File: src/rtl/main_mem_arbiter.sv
// main_mem_arbiter: shares one main-memory port between two cache controllers.
// Whole transactions are serialised. The winning command is registered at grant.
// ready/rdata are routed back only to the granted requester.
// Build option: define MAIN_ARB_FIXED_PRIO_EN for fixed priority (requester 0 wins);
// otherwise arbitration is round-robin on the last requester served.
module main_mem_arbiter #(
  parameter int unsigned ADDR_W = 10,
  parameter int unsigned DATA_W = 32
) (
  input  logic              clk,
  input  logic              reset,
  input  logic              rd0,
  input  logic              wr0,
  input  logic [ADDR_W-1:0] addr0,
  input  logic [DATA_W-1:0] wdata0,
  output logic              ready0,
  input  logic              rd1,
  input  logic              wr1,
  input  logic [ADDR_W-1:0] addr1,
  input  logic [DATA_W-1:0] wdata1,
  output logic              ready1,
  output logic [DATA_W-1:0] rdata,
  output logic              gnt0,
  output logic              gnt1,
  output logic              main_read,
  output logic              main_write,
  output logic [ADDR_W-1:0] main_addr,
  output logic [DATA_W-1:0] main_wdata,
  input  logic              main_ready,
  input  logic [DATA_W-1:0] main_rdata
);

  typedef enum logic [1:0] {IDLE, GNT0, GNT1} state_t;

  state_t            state_q, state_d;
  logic              last_q, last_d;
  logic              op_q, op_d;
  logic              gnt0_q, gnt0_d;
  logic              gnt1_q, gnt1_d;
  logic              main_read_q, main_read_d;
  logic              main_write_q, main_write_d;
  logic [ADDR_W-1:0] main_addr_q, main_addr_d;
  logic [DATA_W-1:0] main_wdata_q, main_wdata_d;
  logic [DATA_W-1:0] rdata_q, rdata_d;

  logic pend0, pend1, pick0, read_done;

  // Request decode and arbitration choice for the IDLE cycle.
  always_comb begin
    pend0 = rd0 | wr0;
    pend1 = rd1 | wr1;
`ifdef MAIN_ARB_FIXED_PRIO_EN
    pick0 = pend0;
`else
    pick0 = pend0 & (~pend1 | last_q);
`endif
  end

  // Next-state, command capture and registered-output computation.
  always_comb begin
    state_d      = state_q;
    last_d       = last_q;
    op_d         = op_q;
    main_addr_d  = main_addr_q;
    main_wdata_d = main_wdata_q;
    rdata_d      = rdata_q;
    case (state_q)
      IDLE: begin
        if (pick0) begin
          state_d     = GNT0;
          last_d      = 1'b0;
          op_d        = wr0 & ~rd0;
          main_addr_d = addr0;
          if (wr0 & ~rd0) main_wdata_d = wdata0;
        end else if (pend1) begin
          state_d     = GNT1;
          last_d      = 1'b1;
          op_d        = wr1 & ~rd1;
          main_addr_d = addr1;
          if (wr1 & ~rd1) main_wdata_d = wdata1;
        end
      end
      GNT0, GNT1: begin
        if (main_ready) begin
          state_d = IDLE;
          if (!op_q) rdata_d = main_rdata;
        end
      end
      default: state_d = IDLE;
    endcase
    gnt0_d       = (state_d == GNT0);
    gnt1_d       = (state_d == GNT1);
    main_read_d  = (state_d != IDLE) & ~op_d;
    main_write_d = (state_d != IDLE) & op_d;
  end

  // State and output registers with synchronous reset.
  always_ff @(posedge clk) begin
    if (reset) begin
      state_q      <= IDLE;
      last_q       <= 1'b1;
      op_q         <= 1'b0;
      gnt0_q       <= 1'b0;
      gnt1_q       <= 1'b0;
      main_read_q  <= 1'b0;
      main_write_q <= 1'b0;
      main_addr_q  <= '0;
      main_wdata_q <= '0;
      rdata_q      <= '0;
    end else begin
      state_q      <= state_d;
      last_q       <= last_d;
      op_q         <= op_d;
      gnt0_q       <= gnt0_d;
      gnt1_q       <= gnt1_d;
      main_read_q  <= main_read_d;
      main_write_q <= main_write_d;
      main_addr_q  <= main_addr_d;
      main_wdata_q <= main_wdata_d;
      rdata_q      <= rdata_d;
    end
  end

  // Completion returns combinationally to the granted requester only.
  always_comb begin
    read_done = main_ready & main_read_q;
    ready0    = main_ready & gnt0_q;
    ready1    = main_ready & gnt1_q;
    rdata     = read_done ? main_rdata : rdata_q;
  end

  assign gnt0       = gnt0_q;
  assign gnt1       = gnt1_q;
  assign main_read  = main_read_q;
  assign main_write = main_write_q;
  assign main_addr  = main_addr_q;
  assign main_wdata = main_wdata_q;

endmodule

File: config.mk
export PLATFORM = sky130hd
export DESIGN_NAME = main_mem_arbiter
export DESIGN_NICKNAME = d
export VERILOG_FILES = /design/src/rtl/main_mem_arbiter.sv
export SDC_FILE = /design/constraint.sdc
export NUM_CORES = 1
export LEC_CHECK = 0
export BUFFER_PORTS_ARGS = -buffer_cell sky130_fd_sc_hd__buf_4
export CORE_UTILIZATION = 45
export DETAILED_ROUTE_END_ITERATION = 10
export MAX_ROUTING_LAYER = met4
export PLACE_DENSITY = 0.89
export SLEW_MARGIN = 20
export SYNTH_ARGS = -nofsm -noshare
export SYNTH_HDL_FRONTEND = slang
export SYNTH_SLANG_ARGS = --single-unit
File: constraint.sdc
create_clock -name clk -period 2 [get_ports clk]
set_clock_uncertainty 0.15 [all_clocks]
set_input_delay 0.2 -clock clk [delete_from_list [all_inputs] [get_ports clk]]
set_output_delay 0.2 -clock clk [all_outputs]
set_load 0.02 [all_outputs]
**After elaboration in Yosys (flattened, before gate mapping)**

Index checks and enable logic that the tools add are counted.

- Mux-type cells: 16
- Equality and inequality tests: 5
- Reductions and logical operators: 8
- Bitwise logic cells: 16

Operators with widths:

| kind | count |
|---|---|
| 2-to-1 mux 32 bit | 5 |
| 2-to-1 mux 10 bit | 2 |
| bitwise AND 1 bit | 8 |
| 2-to-1 mux 2 bit | 3 |
| nonzero test 2 bit | 3 |
| 2-to-1 mux 1 bit | 5 |
| NOT 1 bit | 5 |
| == test 2 x 1 -> 1 bit (second input constant) | 2 |
| == test 2 bit (second input constant) | 2 |
| case mux 2 bit (2 select lines) | 1 |
| AND reduction 4 bit | 1 |
| bitwise OR 1 bit | 3 |
| AND reduction 3 bit | 1 |
| logical NOT 2 bit | 1 |
| inequality test 2 x 1 -> 1 bit (second input constant) | 1 |
| AND reduction 2 bit | 1 |
| OR reduction 2 bit | 1 |

- Flip-flop bits (word level): 82
- Word-level logic and storage cells: 55

**Logic depth before layout (Yosys ltp)**

Gate-level depths: netlist (run 1).

- Word-level depth: 8
- Gate-level depth with buffers: 8
- Mapped depth without buffers: 6

**Least setup slack after synthesis (run 1)**

Ideal clock, no wire load.

- Kind: flip-flop to flip-flop
- Start: reg state_q[0]
- End: reg main_wdata_q[10], in the netlist main_wdata[10]
- Arrival: 1.599 ns
- Slack: 0.118 ns
- Period minus slack after synthesis: 1.882 ns
- Stages on the path, launching flop included: 9
- Buffers on the path: 2
- Cells stage by stage: dfxtp_1 inv_1 ha_1 inv_1 nor4b_4 or2_0 buf_2 buf_2 a311oi_1

- Cells in the longest elaborated chain, start to end: 2

RTL lines:

| element | line | text |
|---|---|---|
| start, declared | 35 | `state_t state_q, state_d;` |
| start signal, assigned | 111 | `state_q <= state_d;` |
| logical NOT 2 bit | 67 | `case (state_q)` |
| AND reduction 4 bit (no line) | n/a |  |
| end signal, assigned | 119 | `main_wdata_q <= main_wdata_d;` |
| end, declared | 43 | `logic [DATA_W-1:0] main_wdata_q, main_wdata_d;` |

Every way passes these cells.
A chain may end at the register's enable or synchronous reset.

**Worst setup path after layout (run 1)**

- Start: reg state_q[0]
- End: reg main_wdata_q[23], in the netlist main_wdata[23]

Same word-level chain as after synthesis.

==> metrics.txt, run 1 <==
met2 usage=between 50% and 60%; # setup viols final=0; DP HPWL=8070 µm; Synth top cells by count=151 x nand2_1, 82 x dfxtp_1, 42 x a311oi_1; FF-to-FF End=main_wdata[23]; DR WL/cell=17.2 µm; Crit path required time=~2.1 ns; DR pass1 iterations=5; Worst-Margin Slew=0.589 ns; Core Region=between 0.008 and 0.009 mm²; initial antenna violation count=0; met1 GRT Util=about a third; Total Wirelength=14900 µm; synthesized cell area=0.00378 mm²; via count=4791; DIE HEIGHT=around 94 µm; total congestion overflow=0; vias in the first global route=4685; Max rail drop VDD=488 µV; RePlAce Congestion=approximately 0.9; H-tree Lvls=3; Setup crit end kind=register; layer with the highest usage=met2; largest net degree at the start of global routing=between 40 and 50; most area-consuming cells after synthesis=dfxtp_1 43%, nand2_1 15%, a311oi_1 9.7%, mux2_2 9.5%, a21oi_1 4.8%; CTS tree=built; final setup TNS=0 ns; nets@finish=883; Final Cell Area=0.00679 mm²; ANT cells=0; arrival time worst endpoint=roughly 2.1 ns; async set-reset flop share out of synthesis=0%; syn_nets=a little under 600; vias per cell=5.52; sequential fraction of the synthesis area=43.4%; power density over cell area=835 mW/mm²; most common cell in the netlist=nand2_1; Die X-Extent=93.7 µm; dpl cell area=between 0.005 and 0.006 mm²; R2R Setup Slk=just under 0.05 ns; area leader, netlist=dfxtp_1; CP max FO=16; DRC=0; num rows=33; Routed Antenna Nets=0; Highest Clock Rate=a little over 500 MHz; total track usage=32.7%; layout cells sized above 1=between 30% and 40%; Synth-to-Final Area Change=79.4%; worst skew pair latency=approximately 0.33 ns; slew margin rel.=just over 60%; r2r startpoint=state_q[0]; max-slew violation count=0; dpl cells=744; Root Driver=clkbuf_8; WS Path Type=reg2reg; Syn Area/Cell=8.12 µm²; Yosys top cell area share=43.4%; Final Util=83.0%; Final Hold Violating Endpoints=0; IO buf count=202; synth warn=0; Critical Path Start Type=register; leakage power=3.03 nW; CTS clk-pin slew, worst paths=around 0.090 ns; deepest clock path buffer count=2; Cell variety after synth=30; max cap viols=0; #FFs+latches synth=82; Worst Min Path Start=addr0[5]; Final period util=97.5%; Finished Layout Cells=868; Iter 0 DRT Violations=209; GRT met3 Usage=between 7 and 8%; WHS Path Cells=3; Worst Reg-to-Reg Cells=8; status=complete, no violations; Gate Count Post-Synth=466; Worst Hold End=main_addr[5]; Hold WC Path Type=in2reg; num ports=a little over 200; Post-synth EDFFs=0; Tmin final=1.95 ns; CTS Sinks=82; Num CTS Buffers=9; Primary FF master, synth=dfxtp_1; initial core utilization=46.3%; first-pass GRT wire length=21800 µm; total die area=0.00878 mm²
placed cells by master (no fill, tap or decap), drive strengths merged, types with 2 or more instances in the layout:
cell type / instances
or2: 3
a221oi: 2
nor2: 17
nand2: 151
buf: 216
dfxtp: 82
a21oi: 36
inv: 5
and2: 3
mux2: 32
dlygate4sd3: 104
clkinvlp: 2
bufinv: 2
nor3: 34
a311oi: 42
a21o: 2
ha: 2
o21ai: 3
clkbuf: 14
nor2b: 2
power breakdown:
| group | total [mW] | internal (mW) | switching [mW] |
|---|---|---|---|
| registers | 2.02 | 1.87 | 0.149 |
| clock network | 1.32 | 0.739 | 0.580 |
| logic | 2.33 | 1.10 | 1.23 |
registers in the layout, indices dropped and copies added, names as in the netlist:
name / count
rdata_q: 32
main_read: 1
op_q: 1
main_addr: 10
last_q: 1
main_write: 1
state_q: 2
main_wdata: 32
gnt0: 1
gnt1: 1
what timing repair did:
action | CTS | global route
gates cloned | 0 | 2
buffers inserted | 0 | 2
endpoints found under the setup margin | 7 | 46
endpoints found under the hold margin | 70 | 0
gates resized for setup | 1 | 15
hold buffers | 104 | 0
pin swaps | 0 | 2
cells by family after synthesis:
family | Yosys count | share of synthesized area, %
muxes | 32 | 9.53
DFF | 82 | 43.4
and+or+nand+nor | 214 | 23.7
buffers and inverters | 46 | 5.33
adders and majority gates | 2 | 0.661
AOI/OAI and AO/OA | 90 | 17.4
per-layer routing:
metal / part of all wire [%] / wire length [µm] / up-vias
li1: - / - / 2214
met1: 36 / 5380 / 2220
met2: 52 / 7730 / 286
met3: 7.9 / 1180 / 71
met4: 4.1 / 615 / 0
met5: 0 / 0 / -
area by class of cell:
class                      instances  area (µm²)
multi-input combinational        338        1990
tap                              105         131
fill                             445        1390
sequential                        82        1640
clock buffer                      12         145
clock inverter                     4        75.1
timing repair buffer             322        2780
inverter                           5        18.8
per-stage QoR:
step / hold slack [ns] / setup slack (ns) / total power, mW
5_1_grt: -0.00238 / -0.0304 / 5.93
3_5_place_dp: 0.297 / -0.0458 / 4.04
3_3_place_gp: 0.288 / 0.156 / 3.98
2_1_floorplan: 0.186 / 0.118 / 3.21
6_report: 0.0119 / 0.0494 / 5.67
4_1_cts: 0.000112 / 0.0292 / 5.51
worst max-delay path by stage:
stage	slack [ns]	endpoint	cells past startpoint	start
after floorplan	0.12	main_wdata[10]	8	state_q[0]
final	0.05	main_wdata[23]	8	state_q[0]
after CTS	0.03	main_wdata[31]	7	state_q[0]
after global routing	-0.03	main_wdata[24]	8	state_q[1]
after detailed placement	-0.05	main_wdata[31]	7	state_q[0]
after global placement	0.16	main_wdata[5]	7	state_q[0]
critical path, cell delays in order (launching register included):
cell       delay [ns]
dfxtp_2          0.37
inv_1            0.05
ha_1             0.22
inv_2            0.14
nor4b_4          0.06
buf_4            0.16
or2_4            0.25
clkbuf_16        0.18
a311oi_1         0.26
No activity file was read; power rests on OpenSTA's default activity.
==> inputs of run 2 (changes only) <==
PLACE_DENSITY = 0.79   (was 0.89)
==> run 2 against run 1 <==
  * The run now ends with negative hold slack left
  * Cell count rose by 0.58%
  * Critical path depth did not move
  * Die area did not move
  * Global-route usage fell by 0.43 points
  * Sequential share of layout area rose by 0.30 points
  * Sequential cell count did not move
  * First-iteration DRC count rose by 23%
  * Fmax rose by 2.2%
  * Hold slack got worse by 0.016 ns
  * Combinational power fell by 2%
  * Critical path type unchanged
  * Critical endpoint is now main_wdata[8]
==> metrics.txt, run 2 (same netlist as run 1, synthesis figures left out) <==
arrival time worst endpoint=2.00 ns (was 2.05 ns); Highest Clock Rate=524 MHz (was 513 MHz); max-slew violation count=0 (unchanged); WL met1=5340 µm (was 5380 µm); CP max FO=16 (unchanged); H-tree Lvls=3 (unchanged); total congestion overflow=0 (unchanged); dpl cells=748 (was 744); violated checks=negative hold slack; slew margin rel.=59.5% (was 60.7%); Die X-Extent=93.7 µm (unchanged); nets@finish=888 (was 883); most frequent cells in the layout=214 x buf_4, 151 x nand2_1, 105 x dlygate4sd3_1 (was 210 x buf_4, 151 x nand2_1, 104 x dlygate4sd3_1); Worst Reg-to-Reg Cells=8 (unchanged); status=finished, violations left (was complete, no violations); num ports=203 (unchanged); slowest stage delay, CP=0.37 ns (about the same); RePlAce Congestion=0.870 (was 0.914); vias per cell=5.38 (was 5.52); Max rail drop VDD=406 µV (was 488 µV); vias in the first global route=4624 (was 4685); deepest clock path buffer count=2 (unchanged); num rows=33 (unchanged); DRC=0 (unchanged); worst hold margin=-0.00419 ns (was 0.0119 ns); DR WL/cell=16.2 µm (was 17.2 µm); total length of routed met2 wires=7160 µm (was 7730 µm); commonest non-fill, non-tap cell in the layout=buf_4 (unchanged); initial antenna violation count=0 (unchanged); DIE HEIGHT=93.7 µm (unchanged); IO buf count=202 (unchanged); CTS Sinks=82 (unchanged); ANT cells=0 (unchanged); register area=0.00164 mm² (unchanged); Worst-Margin Slew=0.607 ns (was 0.589 ns); dpl cell area=0.00540 mm² (was 0.00539 mm²); # setup viols final=0 (unchanged); Iter 0 DRT Violations=258 (was 209); total die area=0.00878 mm² (unchanged); Crit path required time=2.09 ns (was 2.10 ns); max cap viols=0 (unchanged); layout cells sized above 1=36.3% (was 36.7%); DR pass1 iterations=5 (unchanged); Critical Path Start Type=register (unchanged); total track usage=32.3% (was 32.7%); leakage power=3.01 nW (was 3.03 nW); crit-path cells=inv_1 > ha_4 > inv_2 > nor4b_4 > buf_4 > or2_4 > clkbuf_16 > a311oi_1 (was inv_1 > ha_1 > inv_2 > nor4b_4 > buf_4 > or2_4 > clkbuf_16 > a311oi_1); Multi-input gate area=0.00197 mm² (was 0.00199 mm²); met3 WL post-DR=1090 µm (was 1180 µm); Fillers=475 (was 445); Total Wirelength=14100 µm (was 14900 µm); via count=4698 (was 4791); Final period util=95.4% (was 97.5%); CTS tree=built (unchanged); WHS Path Cells=3 (unchanged); Final Cell Area=0.00670 mm² (was 0.00679 mm²); Final Util=82.0% (was 83.0%); largest net degree at the start of global routing=54 (was 43); CTS clk-pin slew, worst paths=0.09 ns (about the same); RSZ-0062 raised after global routing=no; WS Path Type=reg2reg (unchanged); power density over cell area=799 mW/mm² (was 835 mW/mm²); Tmin final=1.91 ns (was 1.95 ns); Setup crit end kind=register (unchanged); worst skew pair latency=0.34 ns (was 0.33 ns); Worst path slowest cell=dfxtp_2 (unchanged); Synth-to-Final Area Change=77.2% (was 79.4%); Core Region=0.00818 mm² (unchanged); Finished Layout Cells=873 (was 868); Hold WC Path Type=in2reg (unchanged); first-pass GRT wire length=21600 µm (was 21800 µm); initial core utilization=46.3% (unchanged); Root Driver=clkbuf_8 (unchanged); Routed Antenna Nets=0 (unchanged); Num CTS Buffers=9 (unchanged); Final Hold Violating Endpoints=1 (was 0); top sig layer=met4 (unchanged); DP HPWL=8020 µm (was 8070 µm)
-- run 2: stage by stage --
step | setup TNS (ns) | setup WS (ns) | power, mW
after floorplan | 0 | 0.118 | 3.21
after global placement | 0 | 0.0893 | 3.99
after detailed placement | -0.627 | -0.0707 | 4.03
after CTS | 0 | 0.0500 | 5.28
after global routing | 0 | 0.00229 | 5.64
final | 0 | 0.0911 | 5.35
-- run 2: area by class of cell --
cell class	instances	area share, %
Timing Repair Buffer	326	41.3
Clock inverter	5	0.448
Multi-Input combinational cell	339	29.4
Sequential cell	82	24.5
Tap cell	105	1.96
Inverter	5	0.280
Clock buffer	11	2.11
-- run 2: power breakdown --
group          switching, mW  internal [mW]
sequential             0.146           1.87
clock                  0.582          0.479
combinational           1.19           1.08
total                   1.92           3.43
-- run 2: path summary, 6_finish.rpt --
| check | start | end | slack [ns] |
|---|---|---|---|
| setup / recovery | state_q[0] | main_wdata[8] | 0.09 |
| setup reg to reg | state_q[0] | main_wdata[8] | 0.09 |
| hold reg to reg | rdata_q[11] | rdata_q[11] | 0.31 |
| hold / removal | wdata0[18] | main_wdata[18] | -0.004 |
-- run 2: timing repair --
item	in CTS	in global routing
gates cloned	0	2
hold buffers	104	1
buffers inserted	2	0
endpoints found under the hold margin	71	1
gates resized for setup	6	4
pin swaps	1	2
setup endpoints to repair	32	33
-- run 2: critical path: cells and delay by family, from the launching register on --
| family | cells | cell delay, ns |
|---|---|---|
| buffers and inverters | 4 | 0.53 |
| DFF | 1 | 0.37 |
| adders and majority gates | 1 | 0.19 |
| and+or+nand+nor | 2 | 0.31 |
| AOI/OAI and AO/OA | 1 | 0.25 |
-- run 2: per-layer routing --
metal  vias to the layer above  GRT usage (%)
met5                         -              -
met4                         0           13.8
met3                        58           6.72
met2                       261           56.8
met1                      2159           35.1
li1                       2220              -
